--- src/rtl/zoom_pkg.sv ---
// Shared types and constants for the ZOOM downscale scheduler.
//   X_W / Y_W : output column / line widths
//   Q_FRAC    : fractional bits of steps and weights
//   STEP_ONE  : 1.0 in Q8.8; smallest legal step
//   state_e   : scheduler FSM states
package zoom_pkg;

  localparam int unsigned X_W    = 11;
  localparam int unsigned Y_W    = 10;
  localparam int unsigned Q_FRAC = 8;

  localparam logic [15:0] STEP_ONE = 16'h0100;

  typedef enum logic [1:0] {
    IDLE   = 2'd0,
    ACTIVE = 2'd1,
    DONE   = 2'd2
  } state_e;

  // Steps below 1.0 would allow several emits per window; force them to 1.0.
  function automatic logic [15:0] clamp_step(input logic [15:0] step);
    return (step < STEP_ONE) ? STEP_ONE : step;
  endfunction

endpackage

--- src/rtl/zoom_dda_axis.sv ---
// One DDA axis of the ZOOM scheduler: a saturating fixed-point accumulator that
// advances by the step and flags when its integer part lands in the current cell.
//   clk, rstn : clock, asynchronous active-low reset
//   step_i    : step added on adv_i (unsigned, FracW fractional bits)
//   idx_i     : window index; the window covers source cell idx_i - 1
//   clr_i     : clear accumulator (wins over adv_i)
//   adv_i     : advance accumulator by step_i
//   hit_o     : idx_i >= 1 and integer part == idx_i - 1
//   frac_o    : fractional part (interpolation weight)
module zoom_dda_axis #(
  parameter int unsigned IntW  = 11,
  parameter int unsigned FracW = 8,
  parameter int unsigned StepW = 16
) (
  input  logic             clk,
  input  logic             rstn,
  input  logic [StepW-1:0] step_i,
  input  logic [IntW-1:0]  idx_i,
  input  logic             clr_i,
  input  logic             adv_i,
  output logic             hit_o,
  output logic [FracW-1:0] frac_o
);

  localparam int unsigned AccW = IntW + FracW;
  localparam int unsigned SumW = AccW + 1;

  logic [AccW-1:0] acc_q, acc_d;
  logic [SumW-1:0] sum;
  logic [IntW-1:0] idx_m1;

  always_comb begin
    sum   = {1'b0, acc_q} + SumW'(step_i);
    acc_d = acc_q;
    if (clr_i) begin
      acc_d = '0;
    end else if (adv_i) begin
      // Saturate rather than wrap past the top of the frame.
      acc_d = sum[AccW] ? '1 : sum[AccW-1:0];
    end
  end

  always_comb begin
    idx_m1 = idx_i - IntW'(1);
    hit_o  = (idx_i != '0) && (acc_q[AccW-1:FracW] == idx_m1);
    frac_o = acc_q[FracW-1:0];
  end

  always_ff @(posedge clk or negedge rstn) begin
    if (!rstn) begin
      acc_q <= '0;
    end else begin
      acc_q <= acc_d;
    end
  end

endmodule

--- src/rtl/zoom_sched.sv ---
// ZOOM downscale scheduler. Tracks 2x2 window strobes, walks an X/Y DDA over
// source coordinates and emits bilinear weights plus output coordinates one
// cycle after the window that contains an output pixel.
//   clk, rstn              : clock, asynchronous active-low reset
//   vga_vs                 : frame sync, high = vertical blank; fall latches config
//   cfg_step_x/_y          : Q8.8 src/dst step per axis
//   cfg_dst_w/_h           : output pixels per line / lines per frame
//   win_vld, win_hs_end    : window strobe, line-end strobe
//   out_vld/fx/fy/x/y      : emitted pixel, weights and coordinates
//   out_eol, out_eof       : last pixel of output line / frame
//   busy                   : FSM not idle
//   cfg_err                : a step below 1.0 was clamped at the last latch
module zoom_sched
  import zoom_pkg::*;
#(
  parameter int unsigned SRC_W = 1280,
  parameter int unsigned SRC_H = 720,
  parameter int unsigned FRAC  = 8
) (
  input  logic            clk,
  input  logic            rstn,
  input  logic            vga_vs,
  input  logic [15:0]     cfg_step_x,
  input  logic [15:0]     cfg_step_y,
  input  logic [X_W-1:0]  cfg_dst_w,
  input  logic [Y_W-1:0]  cfg_dst_h,
  input  logic            win_vld,
  input  logic            win_hs_end,
  output logic            out_vld,
  output logic [FRAC-1:0] out_fx,
  output logic [FRAC-1:0] out_fy,
  output logic [X_W-1:0]  out_x,
  output logic [Y_W-1:0]  out_y,
  output logic            out_eol,
  output logic            out_eof,
  output logic            busy,
  output logic            cfg_err
);

  state_e state_q, state_d;

  logic           vs_q;
  logic           latch;
  logic [15:0]    step_x_q, step_y_q;
  logic [X_W-1:0] dst_w_q;
  logic [Y_W-1:0] dst_h_q;
  logic           cfg_err_q;

  logic [X_W-1:0] wc_q, wc_d;
  logic [Y_W-1:0] row_q, row_d;
  logic [X_W-1:0] ox_q, ox_d;
  logic [Y_W-1:0] oy_q, oy_d;
  logic           line_emit_q, line_emit_d;

  logic            active, emit, line_end, eol, eof;
  logic            hit_x, hit_y;
  logic [FRAC-1:0] frac_x, frac_y;

  logic            out_vld_q, out_eol_q, out_eof_q;
  logic [FRAC-1:0] out_fx_q, out_fy_q;
  logic [X_W-1:0]  out_x_q;
  logic [Y_W-1:0]  out_y_q;

  // ---------------------------------------------------------------------------
  // Frame sync and config shadow
  // ---------------------------------------------------------------------------
  assign latch = vs_q & ~vga_vs;

  always_ff @(posedge clk or negedge rstn) begin
    if (!rstn) begin
      vs_q      <= 1'b0;
      step_x_q  <= STEP_ONE;
      step_y_q  <= STEP_ONE;
      dst_w_q   <= '0;
      dst_h_q   <= '0;
      cfg_err_q <= 1'b0;
    end else begin
      vs_q <= vga_vs;
      if (latch) begin
        step_x_q  <= clamp_step(cfg_step_x);
        step_y_q  <= clamp_step(cfg_step_y);
        dst_w_q   <= cfg_dst_w;
        dst_h_q   <= cfg_dst_h;
        cfg_err_q <= (cfg_step_x < STEP_ONE) || (cfg_step_y < STEP_ONE);
      end
    end
  end

  // ---------------------------------------------------------------------------
  // Emit decision
  // ---------------------------------------------------------------------------
  always_comb begin
    // vs high kills emission in the same cycle the FSM is forced to IDLE.
    active   = (state_q == ACTIVE) && !vga_vs;
    eol      = (ox_q == dst_w_q - X_W'(1));
    eof      = eol && (oy_q == dst_h_q - Y_W'(1));
    emit     = win_vld && active && hit_x && hit_y && (ox_q < dst_w_q);
    line_end = win_hs_end && active;
  end

  zoom_dda_axis #(
    .IntW  (X_W),
    .FracW (FRAC),
    .StepW (16)
  ) u_dda_x (
    .clk    (clk),
    .rstn   (rstn),
    .step_i (step_x_q),
    .idx_i  (wc_q),
    .clr_i  (latch || line_end),
    .adv_i  (emit),
    .hit_o  (hit_x),
    .frac_o (frac_x)
  );

  zoom_dda_axis #(
    .IntW  (Y_W),
    .FracW (FRAC),
    .StepW (16)
  ) u_dda_y (
    .clk    (clk),
    .rstn   (rstn),
    .step_i (step_y_q),
    .idx_i  (row_q),
    .clr_i  (latch),
    .adv_i  (line_end && (line_emit_q || emit)),
    .hit_o  (hit_y),
    .frac_o (frac_y)
  );

  // ---------------------------------------------------------------------------
  // FSM
  // ---------------------------------------------------------------------------
  always_comb begin
    state_d = state_q;
    if (vga_vs) begin
      state_d = IDLE;
    end else if (latch) begin
      state_d = ACTIVE;
    end else if ((state_q == ACTIVE) && emit && eof) begin
      state_d = DONE;
    end
  end

  // ---------------------------------------------------------------------------
  // Window and output counters; a same-cycle line end applies after the emit.
  // ---------------------------------------------------------------------------
  always_comb begin
    wc_d        = wc_q;
    row_d       = row_q;
    ox_d        = ox_q;
    oy_d        = oy_q;
    line_emit_d = line_emit_q;
    if (latch) begin
      wc_d        = '0;
      row_d       = '0;
      ox_d        = '0;
      oy_d        = '0;
      line_emit_d = 1'b0;
    end else if (active) begin
      if (win_vld && (wc_q != X_W'(SRC_W - 1))) begin
        wc_d = wc_q + X_W'(1);
      end
      if (emit) begin
        ox_d        = ox_q + X_W'(1);
        line_emit_d = 1'b1;
      end
      if (line_end) begin
        wc_d        = '0;
        ox_d        = '0;
        line_emit_d = 1'b0;
        if (row_q != Y_W'(SRC_H)) begin
          row_d = row_q + Y_W'(1);
        end
        if ((line_emit_q || emit) && (oy_q != '1)) begin
          oy_d = oy_q + Y_W'(1);
        end
      end
    end
  end

  always_ff @(posedge clk or negedge rstn) begin
    if (!rstn) begin
      state_q     <= IDLE;
      wc_q        <= '0;
      row_q       <= '0;
      ox_q        <= '0;
      oy_q        <= '0;
      line_emit_q <= 1'b0;
    end else begin
      state_q     <= state_d;
      wc_q        <= wc_d;
      row_q       <= row_d;
      ox_q        <= ox_d;
      oy_q        <= oy_d;
      line_emit_q <= line_emit_d;
    end
  end

  // ---------------------------------------------------------------------------
  // Output registers: strobes pulse with the emit, data holds between emits.
  // ---------------------------------------------------------------------------
  always_ff @(posedge clk or negedge rstn) begin
    if (!rstn) begin
      out_vld_q <= 1'b0;
      out_eol_q <= 1'b0;
      out_eof_q <= 1'b0;
      out_fx_q  <= '0;
      out_fy_q  <= '0;
      out_x_q   <= '0;
      out_y_q   <= '0;
    end else begin
      out_vld_q <= emit;
      out_eol_q <= emit && eol;
      out_eof_q <= emit && eof;
      if (emit) begin
        out_fx_q <= frac_x;
        out_fy_q <= frac_y;
        out_x_q  <= ox_q;
        out_y_q  <= oy_q;
      end
    end
  end

  assign out_vld = out_vld_q;
  assign out_eol = out_eol_q;
  assign out_eof = out_eof_q;
  assign out_fx  = out_fx_q;
  assign out_fy  = out_fy_q;
  assign out_x   = out_x_q;
  assign out_y   = out_y_q;
  assign busy    = (state_q != IDLE);
  assign cfg_err = cfg_err_q;

endmodule

--- config.mk ---
export PLATFORM = sky130hd
export DESIGN_NAME = zoom_sched
export DESIGN_NICKNAME = d
export VERILOG_FILES = /design/src/rtl/zoom_pkg.sv /design/src/rtl/zoom_dda_axis.sv /design/src/rtl/zoom_sched.sv
export SDC_FILE = /design/constraint.sdc
export NUM_CORES = 1
export LEC_CHECK = 0
export BUFFER_PORTS_ARGS = -buffer_cell sky130_fd_sc_hd__buf_2
export CAP_MARGIN = 40
export CORE_MARGIN = 2
export CORE_UTILIZATION = 30
export CTS_BUF_LIST = sky130_fd_sc_hd__clkbuf_4
export CTS_CLUSTER_SIZE = 28
export DETAILED_ROUTE_END_ITERATION = 10
export GPL_TIMING_DRIVEN = 0
export PLACE_DENSITY = 0.46
export SLEW_MARGIN = 20
export SYNTH_ARGS = -nofsm -noshare
export SYNTH_HDL_FRONTEND = slang
export SYNTH_HIERARCHICAL = 1
export SYNTH_SLANG_ARGS = --single-unit
--- constraint.sdc ---
create_clock -name clk -period 7.6 [get_ports clk]
set_clock_uncertainty 0.2 [all_clocks]
set_input_delay 2.28 -clock clk [delete_from_list [all_inputs] [get_ports clk]]
set_output_delay 2.28 -clock clk [all_outputs]
set_load 0.02 [all_outputs]
# After elaboration in Yosys (flattened, before gate mapping)
# Index checks and enable logic that the tools add are counted.
# op_classes
bitwise	2
n_eq_ne	8
n_addsub	10
n_reduce_logical	36
magnitude_cmp	3
n_mux	31
# op_table
op	count
2-to-1 mux 11 bit	8
2-to-1 mux 10 bit	8
2-to-1 mux 19 bit	3
2-to-1 mux 18 bit	3
< comparator 16 x 9 -> 1 bit, second input constant	2
2-to-1 mux 16 bit	2
adder 11 x 1 -> 11 bit, second input constant	2
== test 11 bit	2
subtractor 11 x 1 -> 11 bit, second input constant	2
adder 10 x 1 -> 10 bit, second input constant	2
adder 19 x 16 -> 20 bit	1
== test 10 bit	2
inequality test 10 bit, second input constant	2
subtractor 10 x 1 -> 10 bit, second input constant	2
adder 18 x 16 -> 19 bit	1
logical AND 1 bit	16
nonzero test 2 bit	7
< comparator 11 bit	1
inequality test 11 bit, second input constant	1
nonzero test 11 bit	1
nonzero test 10 bit	1
nonzero test 3 bit	3
2-to-1 mux 2 bit	3
AND reduction 3 bit	2
other kinds (7)	13
# totals
register_bits	177
in_bits	58
word_cells	111
out_inout_bits	42

# Longest topological paths before layout
# Gate-level depths: netlist of the first run.
# logic_depth
depth_word	12
depth_mapped	22
mapped_depth_nobuf	18

# Cells and area by module
# Netlist of the first run, hierarchy kept.
# by_module_without_submodules
mod	instances	cells_per_inst	area_each_um2	seq_area_each_um2
zoom_sched	1	669	6810.3	3505.9
zoom_dda_axis (u_dda_x)	1	245	2100.8	475.5
zoom_dda_axis (u_dda_y)	1	223	1959.4	450.4

# Worst setup path before layout of the first run
# No wires, ideal clock.
# synth_timing
path_kind	input port to flip-flop
startpoint	in vga_vs
endpoint	reg u_dda_y.acc_q[17]
cell_stages	15
slack_ns	2.796
path_buffers	4
t_required_ns	7.318
t_arrival_ns	4.522
setup_time_ns	0.082
cell_sequence	nand2b_4 -> nor2_4 -> and4_1 -> buf_2 -> a21oi_1 -> buf_2 -> buf_2 -> nor2_1 -> clkbuf_1 -> nand2_1 -> or3_1 -> o22a_1 -> o31ai_1 -> o21ai_0 -> a31oi_1
# synth_between
elab_chain_len	9
word_cells_on_any_way	13
cone_classes	1 x mux; 2 x bitwise; 10 x reduce/logical
# synth_lines
item	line	rtl
start, declared	zoom_sched.sv:22	input logic vga_vs,
logical NOT 1 bit	zoom_sched.sv:94	active = (state_q == ACTIVE) && !vga_vs;
logical AND 1 bit	zoom_sched.sv:94	
logical AND 1 bit (4 in series)	zoom_sched.sv:97	emit = win_vld && active && hit_x && hit_y && (ox_q < dst_w_q);
logical OR 1 bit	zoom_sched.sv:126	.adv_i (line_end && (line_emit_q || emit)),
logical AND 1 bit	zoom_sched.sv:126	
nonzero test 2 bit (no source line)	--	
end signal, assigned	zoom_dda_axis.sv:51	acc_q <= '0;
end signal, assigned	zoom_dda_axis.sv:53	acc_q <= acc_d;
end, declared	zoom_dda_axis.sv:28	logic [AccW-1:0] acc_q, acc_d;
# Several ways; a longest one is shown, not always the timed one.
# A chain may end at the register's enable or synchronous reset.

# Worst setup path after layout of the first run
# layout_timing
startpoint	reg row_q[2]
endpoint	reg u_dda_y.acc_q[17]
# layout_between
elab_chain_len	8
word_cells_on_any_way	9
cone_classes	1 x add/sub; 1 x eq/ne; 7 x reduce/logical
# layout_lines
item	line	rtl
start, declared	zoom_sched.sv:50	logic [Y_W-1:0] row_q, row_d;
start signal, assigned	zoom_sched.sv:193	row_q <= row_d;
subtractor 10 x 1 -> 10 bit	zoom_dda_axis.sv:44	idx_m1 = idx_i - IntW'(1);
== test 10 bit	zoom_dda_axis.sv:45	hit_o = (idx_i != '0) && (acc_q[AccW-1:FracW] == idx_m1);
logical AND 1 bit (*)	zoom_dda_axis.sv:45	
named net hit_y	zoom_sched.sv:56	logic hit_x, hit_y;
logical AND 1 bit (*) (2 in series)	zoom_sched.sv:97	
logical OR 1 bit (*)	zoom_sched.sv:126	
logical AND 1 bit (*)	zoom_sched.sv:126	
nonzero test 2 bit (no source line) (*)	--	
# The timed path passes the listed nets; every way through them passes the cells marked *.

==> results of run 1 <==
[worst min path at each step]
stage | depth (start not counted) | slack [ns] | endpoint
floorplan | 2 | 0.24 | step_y_q[8]
global placement | 2 | 0.25 | step_y_q[8]
detailed placement | 2 | 0.25 | step_y_q[8]
CTS | 2 | 0.28 | step_y_q[8]
global route | 2 | 0.31 | step_y_q[8]
finish | 2 | 0.27 | step_y_q[8]
[per-layer routing]
layer	routed length (um)	part of all wire	global-route usage	up-vias
li1	-	-	-	4300
met1	15100	0.50	0.234	4226
met2	13400	0.45	0.252	136
met3	959	0.032	0.0250	20
met4	430	0.014	0.0453	0
met5	0	0	0	-
[layout make-up]
type                            instances  share of cell area
Multi-Input combinational cell        854               0.480
Sequential cell                       177               0.359
Timing Repair Buffer                  105              0.0479
Tap cell                              461              0.0467
Buffer                                 60              0.0280
Clock inverter                         15              0.0142
Inverter                               46              0.0140
Clock buffer                           17              0.0103
Antenna cell                            1            0.000203
[registers in the layout, summed over array words and instances, names as in the netlist, 11 cells and up]
name / cells
wc_q: 11
dst_w_q: 11
out_x: 11
ox_q: 11
u_dda_y/acc_q: 18
step_y_q: 16
u_dda_x/acc_q: 19
step_x_q: 16
[Yosys cell counts, drive strengths merged (3+ instances only)]
cell | instances | area [um^2]
ha | 54 | 676
a211oi | 21 | 163
o31ai | 9 | 67.6
and4 | 3 | 26.3
o21ai | 59 | 322
and2 | 5 | 31.3
o211ai | 11 | 101
nor3 | 18 | 111
and3 | 16 | 101
nand2 | 151 | 567
nand4 | 19 | 119
nand2b | 11 | 78.8
nor4b | 3 | 47.5
buf | 32 | 223
a311oi | 18 | 214
a31oi | 13 | 81.3
a21oi | 59 | 299
a22o | 8 | 70.1
nand3 | 25 | 125
nor2b | 7 | 43.8
xor2 | 44 | 385
nand3b | 5 | 37.5
xnor2 | 57 | 499
inv | 45 | 169
mux2i | 7 | 70.1
o2111ai | 3 | 32.5
or4 | 13 | 101
o21a | 5 | 37.5
a2111oi | 3 | 32.5
or3 | 12 | 75.1
a21o | 11 | 85.1
nor2 | 98 | 378
or2 | 3 | 18.8
a221oi | 7 | 85.1
dfrtp | 175 | 4380
o21bai | 5 | 48.8
clkbuf | 25 | 93.8
nor4 | 11 | 105
mux2 | 37 | 417
[worst register-to-register path, stage by stage, from the launching register on]
cell and delay [ns]:
dfrtp_1 0.51, or3_1 0.50, nor3_1 0.22, xnor2_1 0.20
o21ai_4 0.08, or4_1 0.53, nor3_2 0.25, and4b_1 0.25
and4_1 0.18, buf_2 0.22, a21oi_1 0.15, buf_2 0.22
buf_2 0.20, nor2_1 0.14, clkbuf_1 0.37, nand2_1 0.16
or3_1 0.39, o31ai_1 0.34, o21ai_0 0.13, a31oi_1 0.15
[cell families after synthesis]
kind of cell / after synthesis / synth area share
simple gates: 405 / 0.187
compound gates: 248 / 0.166
flops: 177 / 0.408
buf+inv: 106 / 0.0477
fa+ha+maj: 56 / 0.0658
xor+xnor: 101 / 0.0814
mux: 44 / 0.0448
[where the power goes]
group | total [W] | internal [W] | leakage (nW) | switching [W]
registers | 0.00104 | 0.000986 | 2.37 | 0.0000505
logic | 0.000412 | 0.000169 | 3.16 | 0.000243
clock network | 0.000588 | 0.000205 | 0.157 | 0.000383
[through the flow]
step                setup slack, ns  cells
finish                         2.13   1736
global route                   1.84   1736
CTS                            2.19   1735
detailed placement             1.94   1703
global placement              0.870   1697
floorplan                      2.80   1137
==> results.md, run 1 <==
Worst setup path:
- The critical path's largest stage delay is approximately 0.53 ns.
- The worst setup path is captured at a register.
- On the critical path the largest part of the delay comes from simple AND/OR/NAND/NOR gates.
- The worst setup path is launched from a register.
- The signal on the critical path passes through or3_1 -> nor3_1 -> xnor2_1 -> o21ai_4 -> or4_1 -> nor3_2 -> and4b_1 -> and4_1 -> buf_2 -> a21oi_1 -> buf_2 -> buf_2 -> nor2_1 -> clkbuf_1 -> nand2_1 -> or3_1 -> o31ai_1 -> o21ai_0 -> a31oi_1.
- The kind of critical path is reg -> reg.
- The critical path ends at u_dda_y/acc_q[17].
- The count of cells along the worst register-to-register path is 19.
- Across all register-to-register paths, the minimum setup slack is between 2 and 2.5 ns.
- The launching element of the worst setup path is row_q[2].
- Of all nets on the critical path, the largest fanout is 10.
- The critical path contains buffers and inverters numbering 4 combined.
- The number of stages on the worst setup path is 19.
- Counting stages on the worst path, the most repeated cell is buf_2.
- The worst flop-to-flop path startpoint is row_q[2].
- The slowest stage of the critical path belongs to the cell or4_1.
- The capturing point of the worst reg2reg path is u_dda_y/acc_q[17].
- The data arrival time of the critical path is ~5.8 ns.
- The data required time of the worst path is 7.94 ns.

Route:
- The count of nets left with antenna violations after detail routing is 0.
- The routed layout has 8682 vias.
- The number of design-rule violations left by the first detailed-router iteration is between 500 and 600.
- After detailed routing, the number of vias per cell comes to 5.00.
- The count of unresolved DRC violations after routing is 5.
- For this run, the detailed router's first-pass iteration total came to 8.
- The total wire length after detailed routing is 30.0 mm.
- The post-detailed-route wirelength per cell is 17.3 um.

Power:
- The analysis attributes to cell leakage a power of 5.69 nW.
- Total power for the finished layout comes to 0.00204 W.
- VDD sags by at most about 0.000086 V.
- For this design the ratio of total power to cell area is 165 nW/um^2.

CTS:
- The quantity of gates resized following cts is 0.
- The library cell used as clock root buffer is clkbuf_4.
- Buffers inserted to repair hold after CTS numbered 0.
- Clock latency on the worst-skew pair, taken at its later pin, is 0.64 ns.
- The maximum buffer depth of the clock tree is 2.
- The count of H-tree levels built during CTS is 4.
- The TritonCTS clock tree is yes.
- TritonCTS created 17 clock buffers.
- The sink count of the clock tree is 177.
- Buffers added to address setup during post-CTS repair amount to 0.
- After clock tree synthesis, the clock-pin slew on the worst setup and hold paths is ~0.16 ns.

Floorplanning:
- After floorplanning, the core was divided into 69 placement rows.
- The initial core utilization is 0.305.
- The die covers roughly 38000 um^2.
- In this run the count of I/O pins placed on the die edge is 100.
- The chip width is 194 um.
- The core area is 35700 um^2.
- The vertical extent of the die is around 190 um.

Synth:
- The average footprint of a synthesized cell is 9.56 um^2.
- The count of different cell masters after synthesis is 93.
- The number of storage elements in the synthesis netlist is 177.
- The number of nets in the synthesized netlist is 1251.
- The synthesized design contains 0 enable-type register cells.
- In the synthesized netlist, the number of instances is 1137.
- The post-synthesis async set-or-reset flop share is 1.00.
- Yosys printed 6 warnings.
- Summing every instance area after synthesis gives 10900 um^2.
- The most used flip-flop cell after synthesis is dfrtp_1.
- The fraction of the yosys area taken by sequential cells is 0.408.

Timing:
- For the final routed database, the setup TNS stands at 0 ns.
- The number of setup violations in the final report is 0.
- The final-layout worst hold slack is 0.270 ns.
- The pin slew with the least headroom to its limit is 0.778 ns.
- The total count of max-transition violations in the final report is 0.
- The routed design could run at a clock period as short as 5.47 ns.
- Setup repair after global routing left no endpoint under its margin.
- The final count of hold timing violations is 0.
- Of the available clock period, the critical path in the final layout requires 0.719.
- The worst pin sits at a relative slew slack of 0.481.
- The top achievable clock speed is roughly 180 MHz.

Final layout:
- The area used by sequential logic in the layout is approximately 4400 um^2.
- In the final layout, the share of cells above drive strength 1 is 0.199.
- In the layout the commonest cells are dfrtp_1, nand2_1, buf_2.
- Fill cells in the final layout number 3693.
- The most common library cell in the layout ignoring fill and taps is dfrtp_1.
- The finished layout cell area is 12300 um^2.
- In the final layout, the multi-input gates occupy between 5000 and 6000 um^2.
- The number of nets in the final layout is around 1400.
- Relative to the synthesized area, the layout overhead comes to 13.6%.
- At the end of the flow the core is filled with cells to 0.346.

GRT:
- The number of antenna violations at the first check in global routing is 1.
- The largest net degree at the start of global routing is between 70 and 80.
- The total grt overflow is 0.
- The via count of the first global-routing pass is 8546.
- The first global-routing pass estimated 48.0 mm of wire.
- The total routing resource utilization after global routing is 0.162.

Place:
- After legalization and detailed placement, the total HPWL measured 22.7 mm.
- The weighted congestion at the end of routability-driven global placement is around 0.84.
- The instance area after placement is 12000 um^2.
- The number of buffer cells added on primary ports is a little under 100.

Worst hold path:
- The worst hold path begins at step_y_q[8].
- The worst hold path belongs to the class reg -> reg.

Outcome:
- The flow ran to the end, but the final reports show violations.
- The final reports fail on design-rule violations.

Flow run:
- The max-cap violation count is 0.
No activity file was read; power rests on OpenSTA's default activity.
==> inputs of run 2 (changes only) <==
- clock period: 7.6 -> 5.3 ns (I/O delays scaled with it)
==> run 2 against run 1 <==
The flow still finishes with violations (design-rule violations); first-iteration DRC count is 3.2% lower; hold slack better by 0.00096 ns; sequential share of layout area is 0.10 points lower; clock power is 44% higher; design area is 0.35% higher; routed wire length is 0.15% lower; count of clock-buffer cells in the layout stayed put; largest power group unchanged; core utilization is 0.12 points higher; power is 44% higher; non-clock buffer count is 2 higher.
==> results.md, run 2 (synthesized netlist as in run 1, its figures left out) <==
Outcome:
- The flow ran to the end, but the final reports show violations.
- The final reports fail on design-rule violations.

Timing:
- The number of setup violations in the final report came to 0 (unchanged).
- The total count of max-transition violations in the final report is 0 (unchanged).
- The final worst-path cycle share came to 0.945 (+0.225).
- The pin slew with the least headroom to its limit is 0.781 ns (+0.00284 ns).
- The final count of hold timing violations is 0 (unchanged).
- The relative slew slack is 0.479 (-0.00189).
- The post-route setup TNS is 0 ns (unchanged).
- The top achievable clock speed came to 200 MHz (+9.2%).
- The shortest period the worst path allows was 5.01 ns (-0.460 ns).
- Setup repair after global routing left no endpoint under its margin.

Place:
- The number of buffer cells added on primary ports is 99 (unchanged).
- The weighted congestion at the end of routability-driven global placement is 0.842 (unchanged).
- The estimated wirelength of the detail-placed design is 22.7 mm (unchanged).

CTS:
- The clock buffer count from CTS is 17 (unchanged).
- The clock transition at the register clock pins on the worst setup and hold paths after CTS is 0.16 ns (about the same).
- The number of buffers added to fix hold violations after cts came to 0 (unchanged).
- The clock latency of the later-clocked register in the worst-skew pair is 0.64 ns (about the same).
- The library cell used as clock root buffer is clkbuf_4.
- TritonCTS built the clock tree.
- The count of H-tree levels built during CTS is 4 (unchanged).
- The maximum buffer depth of the clock tree is 2 (unchanged).
- The sink count of the clock tree is 177 (unchanged).

Route:
- The post-detailed-route wirelength per cell is 17.2 um (-0.27%).
- The per-cell via count in the routed design is 5.01 (+0.13%).
- The number of design-rule violations left by the first detailed-router iteration is 488 (-3.2%).
- The total number of vias was 8703 (+0.24%).
- The count of unresolved DRC violations after routing is 5 (unchanged).
- The detailed-router iteration count before antenna repair came to 10 (+2).
- The total wire length after detailed routing is 29.9 mm (-0.15%).
- The count of nets left with antenna violations after detail routing is 0 (unchanged).

Worst setup path:
- The data required time of the worst path is 5.64 ns (-2.30 ns).
- The kind of critical path is reg -> reg.
- The largest fanout of any net on the critical path is 10 (unchanged).
- The endpoint class of the critical path is a register.
- STA classifies the critical path startpoint as a register.
- The data arrival time of the critical path is 5.34 ns (-0.47 ns).

Final layout:
- The register with the most flip-flops is u_dda_x/acc_q.
- The signed area change from the synthesized netlist to the final layout is 14.0%.
- In the final layout, the registers with the most flip-flops are u_dda_x/acc_q (19), u_dda_y/acc_q (18).
- Leaving out fill and tap cells, the most frequent cells in the layout are dfrtp_1, nand2_1, buf_2.
- The number of flip-flops under the largest register name is 19 (unchanged).
- The share of layout cells above drive strength 1 came to 0.205 (+0.00674).
- The number of nets in the final layout is 1377 (+0.15%).
- The most common library cell in the layout ignoring fill and taps is dfrtp_1.

Floorplanning:
- The initial core utilization is 0.305 (unchanged).
- The I/O pin total was 100 (unchanged).
- The vertical extent of the die is 194 um (unchanged).
- The total die area is 37800 um^2 (unchanged).
- The floorplan row count is 69 (unchanged).
- The chip width came to 194 um (unchanged).
- The core area is 35700 um^2 (unchanged).

GRT:
- The number of antenna violations at the first check in global routing came to 1 (unchanged).
- The wire length of the first global-routing pass was 48.0 mm (about the same).
- The largest net degree at the start of global routing is 71 (unchanged).
- The via count of the first global-routing pass is 8536 (-0.12%).
- The total routing resource utilization after global routing is 0.162 (about the same).
- The total grt overflow was 0 (unchanged).

Power:
- The overall power after layout is 0.00293 W (+44%).
- The leakage component of the power is 5.71 nW (+0.33%).
- The worst supply voltage drop on vdd is 0.000124 V (+43%).
- The power density over the cells was 237 nW/um^2 (+44%).

Flow run:
- The max-cap violation count is 0 (unchanged).

Worst hold path:
- The worst hold path class is reg -> reg.
run 2: changes by cell type in the layout (fill, tap and decap cells not counted), moves of 2 or more:
cell,before,now
clkbuf_4,17,19
dfrtp_1,175,173
buf_4,20,23
dfrtp_2,0,2
nor3_1,15,13
run 2: report_power, final:
| part | total [W] | internal (W) | switching, W |
|---|---|---|---|
| registers | 0.00149 | 0.00142 | 0.0000716 |
| clock network | 0.000844 | 0.000294 | 0.000550 |
| logic | 0.000603 | 0.000248 | 0.000355 |
| total | 0.00293 | 0.00196 | 0.000976 |
run 2: critical path: stages, from the launching register on:
cell	delay, ns
dfrtp_2	0.48
or3_1	0.48
nor3_2	0.16
xnor2_1	0.19
o21ai_4	0.08
or4_1	0.56
nor3_4	0.21
and4b_1	0.23
and4_1	0.19
clkbuf_4	0.20
a21oi_1	0.13
buf_2	0.22
buf_2	0.20
nor2_1	0.14
clkbuf_4	0.22
nand2_1	0.10
or3_1	0.39
o22a_1	0.20
o31ai_2	0.08
o21ai_0	0.11
a31oi_1	0.14
run 2: layout make-up:
cell class	count	area (um^2)
Fill cell	3689	23300
Sequential cell	177	4430
Timing Repair Buffer	108	614
Inverter	46	173
Buffer	59	342
Multi-Input combinational cell	854	5940
Clock buffer	17	128
Tap cell	461	577
Antenna cell	1	2.50
Clock inverter	15	175
run 2: repair_timing:
action / in CTS / in global routing
endpoints found under the hold margin: 0 / 0
endpoints found under the setup margin: 4 / 25
pin swaps: 0 / 0
setup buffers: 0 / 3
gates resized for setup: 1 / 9
run 2: worst paths after layout:
| check | start | end | slack, ns | cells after the start |
|---|---|---|---|---|
| hold / removal | step_y_q[8] | step_y_q[8] | 0.27 | 2 |
| setup / recovery | row_q[2] | u_dda_y/acc_q[17] | 0.29 | 20 |
| max in group asynchronous | rstn | out_y[0] | 3.25 | 3 |
| min in group asynchronous | rstn | u_dda_x/acc_q[18] | 0.61 | 1 |
| setup reg to reg | row_q[2] | u_dda_y/acc_q[17] | 0.29 | 20 |
| hold reg to reg | step_y_q[8] | step_y_q[8] | 0.27 | 2 |
run 2: metal layers:
metal	routed length (um)	global-route usage	up-vias
met1	15200	0.234	4245
met3	862	0.0250	20
met2	13400	0.252	140
met5	0	0	-
li1	-	-	4298
met4	435	0.0453	0
run 2: per-stage QoR:
stage               hold slack [ns]  utilization  instances  instance area (um^2)  setup slack, ns
detailed placement            0.252        0.338       1703                 12000          -0.0474
global route                  0.306        0.347       1738                 12400          0.00926
finish                        0.271        0.347       1738                 12400            0.294
global placement              0.250        0.335       1697                 11900           -0.740
floorplan                     0.237            -       1137                 10900            0.932
CTS                           0.276        0.346       1734                 12300           0.0615
==> inputs of run 3 (changes only) <==
- CTS_BUF_LIST: sky130_fd_sc_hd__clkbuf_4 -> sky130_fd_sc_hd__clkbuf_8
==> run 3 against run 2 <==
The run still ends with design-rule violations left; largest cell class unchanged; core utilization increased by 0.26 points; first-iteration DRC count is 1.2% lower; cell count decreased by 0.23%; fmax up 0.48%; via count barely moved; highest routed layer unchanged; die area unchanged; register-to-register slack better by 0.02 ns; design area rose by 0.74%; critical endpoint unchanged; flip-flop and latch count unchanged; power is 5.6% higher.
==> results.md, run 3 (synthesized netlist as in run 1, its figures left out) <==
Route:
- The detailed-router iteration count before antenna repair was 10 (unchanged).
- The count of nets left with antenna violations after detail routing is 0 (unchanged).
- The total wire length after detailed routing was 30.1 mm (+0.69%).
- The count of unresolved DRC violations after routing came to 5 (unchanged).
- The per-cell via count in the routed design is 5.02 (+0.28%).
- The post-detailed-route wirelength per cell is 17.4 um (+0.92%).
- The number of design-rule violations left by the first detailed-router iteration is 482 (-1.2%).
- The total number of vias is 8707 (+0.046%).

Worst setup path:
- The critical path's largest stage delay is 0.61 ns (+0.05 ns).
- The critical path goes through or4_4 -> nor3_2 -> xnor2_1 -> or4_1 -> nor3_4 -> and4b_1 -> and4_1 -> clkbuf_4 -> a21oi_1 -> buf_2 -> buf_2 -> nor2_1 -> clkbuf_4 -> nand2_1 -> or3_1 -> o22a_1 -> o31ai_2 -> o21ai_0 -> a31oi_1.
- The data required time of the worst path came to 5.51 ns (-0.13 ns).
- The dominant delay contributor by cell family on the critical path is simple AND/OR/NAND/NOR gates.
- The register-to-register path setup slack is 0.32 ns (+0.02 ns).
- The data arrival time of the critical path is 5.19 ns (-0.15 ns).
- The largest fanout of any net on the critical path is 11 (+1).
- The kind of critical path is reg -> reg.
- The sort of element at the start of the critical path is a register.
- The sum of buffers and inverters on the critical path was 4 (unchanged).
- The endpoint class of the critical path is a register.
- The cell with the biggest individual delay on the critical path is or4_4.

Final layout:
- The share of layout cells above drive strength 1 is 0.204 (-0.00109).
- The finished layout cell area is 12500 um^2 (+0.74%).
- Leaving out fill and tap cells, the most frequent cell in the layout is dfrtp_1.
- The number of flip-flops under the largest register name is 19 (unchanged).
- The number of nets in the final layout was 1374 (-0.22%).
- In the final layout, the registers with the most flip-flops are u_dda_x/acc_q (19), u_dda_y/acc_q (18).
- Relative to the synthesized area, the layout overhead comes to 14.8%.
- The top cell types in the final layout, fill and taps aside, are dfrtp_1, nand2_1, buf_2.
- The count of fill cells added during filler insertion is 3674 (-0.41%).
- The count of placed standard cells in the final layout, fillers left out was 1734 (-0.23%).
- The register with the most flip-flops is u_dda_x/acc_q.
- The antenna diode count is 0 (-1).

Floorplanning:
- The initial core utilization was 0.305 (unchanged).
- The total die area is 37800 um^2 (unchanged).
- The floorplan row count is 69 (unchanged).
- The I/O pin total is 100 (unchanged).
- The vertical extent of the die was 194 um (unchanged).
- The core area is 35700 um^2 (unchanged).
- The chip width came to 194 um (unchanged).

CTS:
- The clock transition at the register clock pins on the worst setup and hold paths after CTS is 0.11 ns (-0.05 ns).
- The clock buffer count from CTS is 17 (unchanged).
- The count of H-tree levels built during CTS is 4 (unchanged).
- The number of buffers added to fix hold violations after cts came to 0 (unchanged).
- The post-CTS setup-driven buffer insertion count is 0 (unchanged).
- The library cell used as clock root buffer is clkbuf_8.
- TritonCTS built the clock tree.
- The maximum buffer depth of the clock tree is 2 (unchanged).
- The clock latency of the later-clocked register in the worst-skew pair is 0.50 ns (-0.14 ns).
- The sink count of the clock tree was 177 (unchanged).

Timing:
- The top achievable clock speed is 201 MHz (+0.48%).
- The final worst-path cycle share is 0.940 (-0.00448).
- The final-layout worst hold slack was 0.264 ns (-0.00691 ns).
- The relative slew slack is 0.488 (+0.00887).
- The total count of max-transition violations in the final report came to 0 (unchanged).
- Setup repair after global routing left no endpoint under its margin.
- The number of setup violations in the final report is 0 (unchanged).
- The shortest period the worst path allows is 4.98 ns (-0.0238 ns).
- The pin slew with the least headroom to its limit is 0.768 ns (-0.0133 ns).
- The final count of hold timing violations is 0 (unchanged).
- The post-route setup TNS is 0 ns (unchanged).

Power:
- The power density over the cells was 248 nW/um^2 (+4.8%).
- The overall power after layout is 0.00310 W (+5.6%).
- The leakage component of the power came to 5.74 nW (+0.54%).
- The worst supply voltage drop on vdd is 0.000167 V (+35%).

Worst hold path:
- The min-delay analysis places its worst path in the category reg -> reg.

Place:
- The weighted congestion at the end of routability-driven global placement is 0.842 (unchanged).
- The estimated wirelength of the detail-placed design was 22.7 mm (unchanged).
- The number of buffer cells added on primary ports came to 99 (unchanged).
- The total placed cells including tap cells is 1703 (unchanged).
- The instance area after placement is 12000 um^2 (unchanged).

GRT:
- The number of antenna violations at the first check in global routing is 0 (-1).
- The largest net degree at the start of global routing was 71 (unchanged).
- The via count of the first global-routing pass is 8554 (+0.21%).
- The total grt overflow came to 0 (unchanged).
- The wire length of the first global-routing pass was 48.1 mm (+0.32%).
- The total routing resource utilization after global routing is 0.163 (+0.00106).

Outcome:
- The run finished, with violations left.
- The final reports fail on design-rule violations.

Flow run:
- The max-cap violation count was 0 (unchanged).
[run 3: changes by cell type in the layout (fill, tap and decap cells not counted), sizes merged]
cell	previous run	this run
buf	139	136
diode	1	0
[run 3: power breakdown]
group / total, W / internal, W / switching, W
clock: 0.00101 / 0.000433 / 0.000577
sequential: 0.00149 / 0.00141 / 0.0000733
combinational: 0.000601 / 0.000246 / 0.000355
total: 0.00310 / 0.00209 / 0.00100
[run 3: worst min-delay path: cells and delay by family, from the launching register on]
kind | cells | cell delay, ns
flip-flops | 1 | 0.39
AND/OR/NAND/NOR | 2 | 0.09
[run 3: timing repair]
item	in CTS	in global routing
endpoints found under the setup margin	3	23
resized for setup	1	10
gates cloned	0	0
pin swaps	0	0
[run 3: layout make-up]
cell class                 instances  area [um^2]  area share
buffer                            59          342      0.0274
clock buffer                      17          234      0.0188
clock inverter                    15          175      0.0140
inverter                          46          173      0.0138
multi-input combinational        854         5950       0.477
sequential                       177         4430       0.355
tap                              461          577      0.0462
timing repair buffer             105          592      0.0474
[run 3: path summary, 6_finish.rpt]
kind / to / depth (start not counted) / startpoint
max: u_dda_y/acc_q[17] / 19 / row_q[3]
min reg2reg: step_y_q[8] / 2 / step_y_q[8]
min in group asynchronous: u_dda_x/acc_q[18] / 1 / rstn
min: step_y_q[8] / 2 / step_y_q[8]
max in group asynchronous: out_y[0] / 3 / rstn
max reg2reg: u_dda_y/acc_q[17] / 19 / row_q[3]
[run 3: per-layer routing]
metal / up-vias / track usage / wire [um]
met2: 143 / 0.253 / 13500
met5: - / 0 / 0
met3: 16 / 0.0286 / 874
met4: 0 / 0.0436 / 419
li1: 4288 / - / -
met1: 4260 / 0.235 / 15300
[run 3: through the flow]
stage / setup slack, ns / utilization
6_report: 0.317 / 0.350
5_1_grt: 0.0000520 / 0.350
4_1_cts: 0.0799 / 0.349
3_5_place_dp: -0.0474 / 0.338
3_3_place_gp: -0.740 / 0.335
2_1_floorplan: 0.932 / -
